<file path="src/rtl/seg7_pkg.sv">
// Shared definitions for the seven-segment scan multiplexer: glyph table, blank pattern, index width.
package seg7_pkg;

    localparam logic [6:0] SEG_BLANK = 7'b1111111;

    // Active-low {a,b,c,d,e,f,g} patterns for hex digits 0..F
    localparam logic [6:0] SEG_GLYPH [0:15] = '{
        7'b0000001, 7'b1001111, 7'b0010010, 7'b0000110,
        7'b1001100, 7'b0100100, 7'b0100000, 7'b0001111,
        7'b0000000, 7'b0001100, 7'b0001000, 7'b1100000,
        7'b0110001, 7'b1000010, 7'b0110000, 7'b0111000
    };

    function automatic int idx_width(input int n);
        return (n <= 1) ? 1 : $clog2(n);
    endfunction

endpackage

</file>
<file path="src/rtl/hex_to_seg7.sv">
// Combinational hex nibble to active-low seven-segment glyph decoder.
module hex_to_seg7
    import seg7_pkg::*;
(
    input  logic [3:0] nibble,
    output logic [6:0] seg
);

    assign seg = SEG_GLYPH[nibble];

endmodule

</file>
<file path="src/rtl/seg7_scan_mux.sv">
// Time-multiplexed seven-segment driver with per-slot anti-ghost blanking.
// Optional leading-zero blanking is compiled in by defining SEG7_LZB_EN.
module seg7_scan_mux
    import seg7_pkg::*;
#(
    parameter int NUM_DIGITS   = 4,
    parameter int CLK_DIV      = 100000,
    parameter int GUARD_CYCLES = 2
) (
    input  logic                    real_clk,
    input  logic                    rst_n,
    input  logic [4*NUM_DIGITS-1:0] value,
    input  logic [NUM_DIGITS-1:0]   dp_in,
    input  logic [NUM_DIGITS-1:0]   digit_en,
    output logic [6:0]              seg,
    output logic                    dp,
    output logic [NUM_DIGITS-1:0]   an,
    output logic                    frame_done
);

    localparam int IW = idx_width(NUM_DIGITS);
    localparam int CW = $clog2(CLK_DIV);
    localparam logic [CW-1:0] CNT_LAST = CW'(CLK_DIV - 1);
    localparam logic [CW-1:0] GUARD    = CW'(GUARD_CYCLES);
    localparam logic [IW-1:0] IDX_LAST = IW'(NUM_DIGITS - 1);

    logic [CW-1:0]           cnt_reg;
    logic [IW-1:0]           idx_reg;
    logic [4*NUM_DIGITS-1:0] snap_value_reg;
    logic [NUM_DIGITS-1:0]   snap_dp_reg;
    logic [6:0]              seg_reg, seg_next;
    logic                    dp_reg, dp_next;
    logic [NUM_DIGITS-1:0]   an_reg, an_next;
    logic                    frame_done_reg;

    logic                    tick;
    logic                    wrap;
    logic [3:0]              nib [NUM_DIGITS];
    logic [6:0]              glyph;

    assign tick = (cnt_reg == CNT_LAST);
    assign wrap = tick && (idx_reg == IDX_LAST);

    generate
        for (genvar gi = 0; gi < NUM_DIGITS; gi++) begin : g_nib
            assign nib[gi] = snap_value_reg[4*gi +: 4];
        end
    endgenerate

    hex_to_seg7 u_dec (
        .nibble (nib[idx_reg]),
        .seg    (glyph)
    );

`ifdef SEG7_LZB_EN
    // zero_above[i]: nibble i and every nibble above it are zero
    logic [NUM_DIGITS-1:0] zero_above;
    logic                  lz_blank;

    always_comb begin
        logic run;
        run        = 1'b1;
        zero_above = '0;
        for (int i = NUM_DIGITS - 1; i >= 0; i--) begin
            run           = run && (nib[i] == 4'h0);
            zero_above[i] = run;
        end
    end

    assign lz_blank = (idx_reg != '0) && zero_above[idx_reg];
    assign seg_next = lz_blank ? SEG_BLANK : glyph;
`else
    assign seg_next = glyph;
`endif

    always_comb begin
        an_next = '1;
        if (digit_en[idx_reg] && (cnt_reg >= GUARD)) begin
            an_next[idx_reg] = 1'b0;
        end
        dp_next = ~snap_dp_reg[idx_reg];
    end

    always_ff @(posedge real_clk) begin
        if (!rst_n) begin
            cnt_reg        <= '0;
            idx_reg        <= '0;
            snap_value_reg <= '0;
            snap_dp_reg    <= '0;
            seg_reg        <= SEG_BLANK;
            dp_reg         <= 1'b1;
            an_reg         <= '1;
            frame_done_reg <= 1'b0;
        end else begin
            cnt_reg <= tick ? '0 : cnt_reg + 1'b1;
            if (tick) begin
                idx_reg <= (idx_reg == IDX_LAST) ? '0 : idx_reg + 1'b1;
            end
            // New inputs become visible only at frame boundaries
            if (wrap) begin
                snap_value_reg <= value;
                snap_dp_reg    <= dp_in;
            end
            frame_done_reg <= wrap;
            seg_reg        <= seg_next;
            dp_reg         <= dp_next;
            an_reg         <= an_next;
        end
    end

    assign seg        = seg_reg;
    assign dp         = dp_reg;
    assign an         = an_reg;
    assign frame_done = frame_done_reg;

endmodule

</file>
<file path="config.mk">
export PLATFORM = sky130hd
export DESIGN_NAME = seg7_scan_mux
export DESIGN_NICKNAME = d
export VERILOG_FILES = /design/src/rtl/seg7_pkg.sv /design/src/rtl/hex_to_seg7.sv /design/src/rtl/seg7_scan_mux.sv
export SDC_FILE = /design/constraint.sdc
export NUM_CORES = 1
export LEC_CHECK = 0
export CORE_ASPECT_RATIO = 0.7
export CORE_MARGIN = 5
export CORE_UTILIZATION = 46
export DETAILED_ROUTE_END_ITERATION = 10
export PLACE_DENSITY = 0.73
export RECOVER_POWER = 25
export SLEW_MARGIN = 25
export SYNTH_ARGS = -nofsm -noshare
export SYNTH_HDL_FRONTEND = slang
export SYNTH_SLANG_ARGS = --single-unit
export TNS_END_PERCENT = 50
</file>
<file path="constraint.sdc">
create_clock -name real_clk -period 2 [get_ports real_clk]
set_clock_uncertainty 0.1 [all_clocks]
set_input_delay 0.4 -clock real_clk [delete_from_list [all_inputs] [get_ports real_clk]]
set_output_delay 0.4 -clock real_clk [all_outputs]
set_load 0.05 [all_outputs]
</file>
[Word level (Yosys, flattened, before mapping)]
Memories as Yosys holds them, arrays and structs flattened. A register that Yosys moved wholly into a read port is not among the register bits.
Index checks and enable logic that the tools add are counted.
Operators by class
  equality and inequality tests: 2
  add/sub/neg operators: 2
  muxes and demuxes: 10
  order comparisons: 4
  bitwise operators: 5
  reduce and logical (&&, ||, !) cells: 6
Operators with widths (number)
  17-bit by 1-bit adder with 17-bit output, second input constant: 1
  17-bit == test, second input constant: 1
  17-bit by 2-bit >= comparator with 1-bit output, second input constant: 1
  4-bit binary-select mux with 2-bit select: 1
  4-bit two-way mux: 2
  4-bit inverter with 5-bit output: 1
  1-bit binary-select mux with 2-bit select: 2
  4-bit inverter: 1
  3-bit >= comparator, second input constant: 1
  1-bit logical AND: 3
  2-bit by 3-bit less-than comparator with 1-bit output, second input constant: 1
  1-bit two-way mux: 3
  2-bit inverter with 3-bit output: 1
  2-bit by 1-bit adder with 2-bit output, second input constant: 1
  1-bit demux with 2-bit select: 1
  2-bit == test, second input constant: 1
  2-bit by 1-bit >= comparator with 1-bit output, second input constant: 1
  2-bit two-way mux: 1
  1-bit inverter: 2
  2-bit AND reduction: 1
  2-bit OR reduction: 1
  1-bit logical NOT: 1
Storage, ports and cells
  input port bits: 26
  output and inout port bits: 13
  logic and storage cells: 37
  memories kept: 1
  memory bits (read-only): 112
  bits in registers: 45
Memory list
  (no name shown): depth 16, width 7, read ports 1, clocked after memory_dff 1, wr ports 0, line hex_to_seg7.sv:9  | assign seg = SEG_GLYPH[nibble];

[Longest topological paths before layout]
  depth in word-level cells: 5
  depth in mapped cells: 7
  depth with buffers taken out: 6

[Cells and area by module]
A second synthesis with hierarchy kept.
Second synthesis, totals
  cells, all modules: 229
  area total of the unflattened synthesis: 2314.7 µm²
Modules (own cells, without submodules)
  seg7_scan_mux: seq. area each 1041.0 µm², times used 1, area an instance 2067.0 µm², cells each 195
  hex_to_seg7: seq. area each 0.0 µm², times used 1, area an instance 247.7 µm², cells each 34

[Worst setup path after synthesis]
Ideal clock, no wire load.
  path type: reg-to-reg
  start point: register idx_reg[1]
  end point: register seg_reg[3], in the netlist seg[3]
  required time: 1821 ps
  clock period less this slack: 2088 ps
  library setup time: 79 ps
  path slack: -88 ps
  path buffers: 1
  data arrival time: 1908 ps
  stages on the path, launching flop included: 8
  cell sequence: dfxtp_1 -> buf_2 -> mux4_2 -> inv_1 -> ha_1 -> mux2i_1 -> a32o_1 -> a22oi_1
Between the ends
  cells in the longest elaborated chain, start to end: 5
Ends and longest elaborated chain
  start, declared: line seg7_scan_mux.sv:28  | logic [IW-1:0] idx_reg;
  start signal, assigned: line seg7_scan_mux.sv:97  | idx_reg <= (idx_reg == IDX_LAST) ? '0 : idx_reg + 1'b1;
  2-bit inverter with 3-bit output (not written as such): line seg7_scan_mux.sv:51  | .nibble (nib[idx_reg]),
  4-bit binary-select mux with 2-bit select: line seg7_scan_mux.sv:51
  4-bit two-way mux (not written as such) (2 in a row): line seg7_scan_mux.sv:51
  4-bit inverter with 5-bit output (not written as such): line hex_to_seg7.sv:9
  end, declared: line seg7_scan_mux.sv:31  | logic [6:0] seg_reg, seg_next;
No other way between the ends. The select of a mux whose other input is x is not followed.
A chain may end at the register's enable or synchronous reset.

[Final worst setup path]
  start point: register dp_reg, in the netlist dp
  end point: output port dp
RTL lines
  start, declared: line seg7_scan_mux.sv:32  | logic dp_reg, dp_next;
  start signal, assigned: line seg7_scan_mux.sv:106  | dp_reg <= dp_next;
  end, declared: line seg7_scan_mux.sv:16  | output logic dp,
No word-level cell between the ends.

==> results.cfg <==
[final_layout]
antennaDiodeCount = 0
fillers = 435
final_nets = 313
largest_reg_flops = 17
final_cells = 345
syn2layout_area_growth_pct = 28.54
drive_gt1_share_pct = 21.01

[pwr]
p_total_mw = 1.936
powerDensity_nw_per_um2 = 636.2
ir_drop_mv = 0.3121
power.leakage_nw = 1.143

[sta]
timing.fmax_mhz = 516.5
fin_crit_sh_pct = 96.80
finalMaxSlewViolations = 0
setup_violations = 0
rsz0062_at_grt = yes
slew_headroom_pct = 59.50
worstMarginPinSlew_ns = 0.6101
fin_crit_ns = 1.936
finalHoldViolCount = 0

[detailed_routing]
dr.pass1.iters = 4
via_per_inst = 5.443
avgRoutedWirePerCell_um = 15.54
drcViolationCount = 0
routed_wl_um = 5360
num_vias = 1878
ant_nets = 0
drt_iter0_drc = 92

[min_path]
hp-class = flip-flop to flip-flop

[cts]
cts_max_level = 2
cts_tree = yes
clockRootBuffer = clkbuf_8
path_clk_slew_ns = 0.10
ctsHoldBuffers = 0
cts_sinks = 52
cts_buffer_depth = 2
insertion_delay_ns = 0.30
cts_made_buffers = 5

[critical_path]
crit_chain = clkdlybuf4s50_1
arrival_ns = 1.44
path_buf_inv = 1
crit_path_start_kind = flip-flop
cp_top_family = buffers and inverters
worstPathRequired_ns = 1.50
endpoint_kind = primary output
worstSetupPathType = flip-flop to primary output
slowest_stage = clkdlybuf4s50_1
slowest_delay_ns = 0.80
cp_max_fo = 1

[synthesis]
synth_area_per_cell_um2 = 10.76
syn_nets = 258
synth_seq_area_share_pct = 43.97
synth_warnings = 0
synth_cell_types = 47
netlist_instances = 220
synth_seq_cells = 52
netlist_area_um2 = 2367

[die]
initial_core_util_pct = 48.44
die_x_um = 95.74
pin_count = 39
fp.dieArea_um2 = 6704
dieHeight_um = 70.02
core_area_um2 = 4887
rows = 21

[run_status]
status = complete, no violations

[place]
place_inst = 336
io_buffer_count = 38
dp_hpwl_um = 4005
gp_congestion = 0.8604

[grt]
grt_pass1_vias = 1857
grt_max_degree = 22
antenna_found_initial = 0
grt_pass1_wl_um = 8990
grt_util_all_layers_pct = 17.01
grt_remaining_overflow = 0

[run]
cap_violations = 0
-- through the flow --
step	utilization, %	setup slack, ns	TNS (ns)	hold slack (ns)	cell area, um^2
global placement	59.63	0.06492	0	0.3566	2914
global route	62.26	-0.01821	-0.01821	0.3963	3043
finish	62.26	0.06405	0	0.3776	3043
floorplan	-	0.004544	0	0.3368	2374
CTS	62.01	0.02675	0	0.3812	3030
detailed placement	59.63	-0.02704	-0.02704	0.3586	2914
-- worst paths after layout --
check                   from         end  slack, ns  cells past startpoint
setup / recovery          dp          dp       0.06                      1
setup reg to reg  idx_reg[1]      seg[6]       0.09                      6
hold reg to reg   cnt_reg[0]  cnt_reg[0]       0.38                      1
hold / removal    cnt_reg[0]  cnt_reg[0]       0.38                      1
-- where the power goes --
part,internal [mW],leakage (nW),total (mW),switching [mW]
Sequential,1.05,0.423,1.05,0.00731
Combinational,0.0745,0.665,0.147,0.0729
Clock,0.377,0.0548,0.735,0.358
-- repair_timing --
item | CTS | global route
buffers inserted | 0 | 1
resized for setup | 1 | 5
setup endpoints to repair | 2 | 18
gates cloned | 0 | 0
endpoints found under the hold margin | 0 | 0
-- synth_stat cells, drive strengths merged --
| library cell | instances | area (um^2) |
|---|---|---|
| or3 | 2 | 12.51 |
| xnor2 | 7 | 61.31 |
| nand2 | 12 | 47.55 |
| a211oi | 1 | 7.510 |
| nor4 | 6 | 67.56 |
| clkinv | 1 | 3.750 |
| a22oi | 1 | 7.510 |
| o221ai | 2 | 17.52 |
| and4 | 4 | 35.03 |
| o211a | 1 | 10.01 |
| o31a | 1 | 8.760 |
| a21oi | 3 | 15.01 |
| mux2i | 3 | 30.03 |
| dfxtp | 52 | 1041 |
| o21ai | 6 | 30.02 |
| nor3b | 1 | 7.510 |
| nand3 | 8 | 57.56 |
| xor2 | 5 | 43.79 |
| a21o | 1 | 7.510 |
| nand4 | 6 | 37.54 |
| a22o | 20 | 192.7 |
| and3 | 3 | 21.27 |
| o21a | 2 | 15.01 |
| nor2 | 17 | 63.81 |
| mux4 | 6 | 135.1 |
| ha | 12 | 150.1 |
| a21boi | 1 | 7.510 |
| o31ai | 2 | 15.01 |
| a31oi | 1 | 6.260 |
| and2 | 1 | 8.760 |
| a32o | 1 | 10.01 |
| a221o | 3 | 30.03 |
| or4 | 2 | 15.01 |
| nor3 | 4 | 25.02 |
| buf | 10 | 77.57 |
| inv | 12 | 45.04 |
-- routing by layer --
metal  global-route usage, %  share of wire [%]
met1                   25.78                 52
met2                   23.50                 40
met3                   5.043                7.5
met4                   3.785               0.54
met5                       0                  0
-- placed cells by master (no fill, tap or decap), types with 2 or more instances in the layout --
master,count
or3_1,2
nor2_1,17
nor3_1,3
xnor2_1,7
nand2_1,11
inv_2,2
o21a_1,2
nor4_4,2
or4_1,2
clkbuf_1,4
mux4_2,6
inv_1,10
xor2_1,5
nor4_1,4
nand3_1,6
mux2i_1,3
clkbuf_8,5
ha_1,10
clkdlybuf4s50_1,34
a22o_1,12
a22o_2,7
nand4_1,6
dfxtp_1,50
and4_1,3
a21oi_1,3
o21ai_0,5
o221ai_1,2
o31ai_1,2
buf_12,2
and3_2,2
buf_4,18
a221o_1,3
-- kinds of logic after synthesis --
family | share of synthesized area [%]
AOI/OAI and AO/OA | 16.07
xor gates and xnor gates | 4.440
adders and majority gates | 6.342
buffers and inverters | 5.338
DFF | 43.97
muxes | 6.977
and+or+nand+nor | 16.86
-- area by class of cell --
type	instances	area [um^2]	share of cell area, %
multi-input cells	145	1216	39.97
flip-flops and latches	52	1046	34.37
repair buffers	58	530.5	17.43
well taps	69	86.33	2.837
clock buffers	5	68.82	2.262
inverters	13	48.80	1.604
clock inverters	3	46.29	1.521
Power figures use the tool's default switching activity.
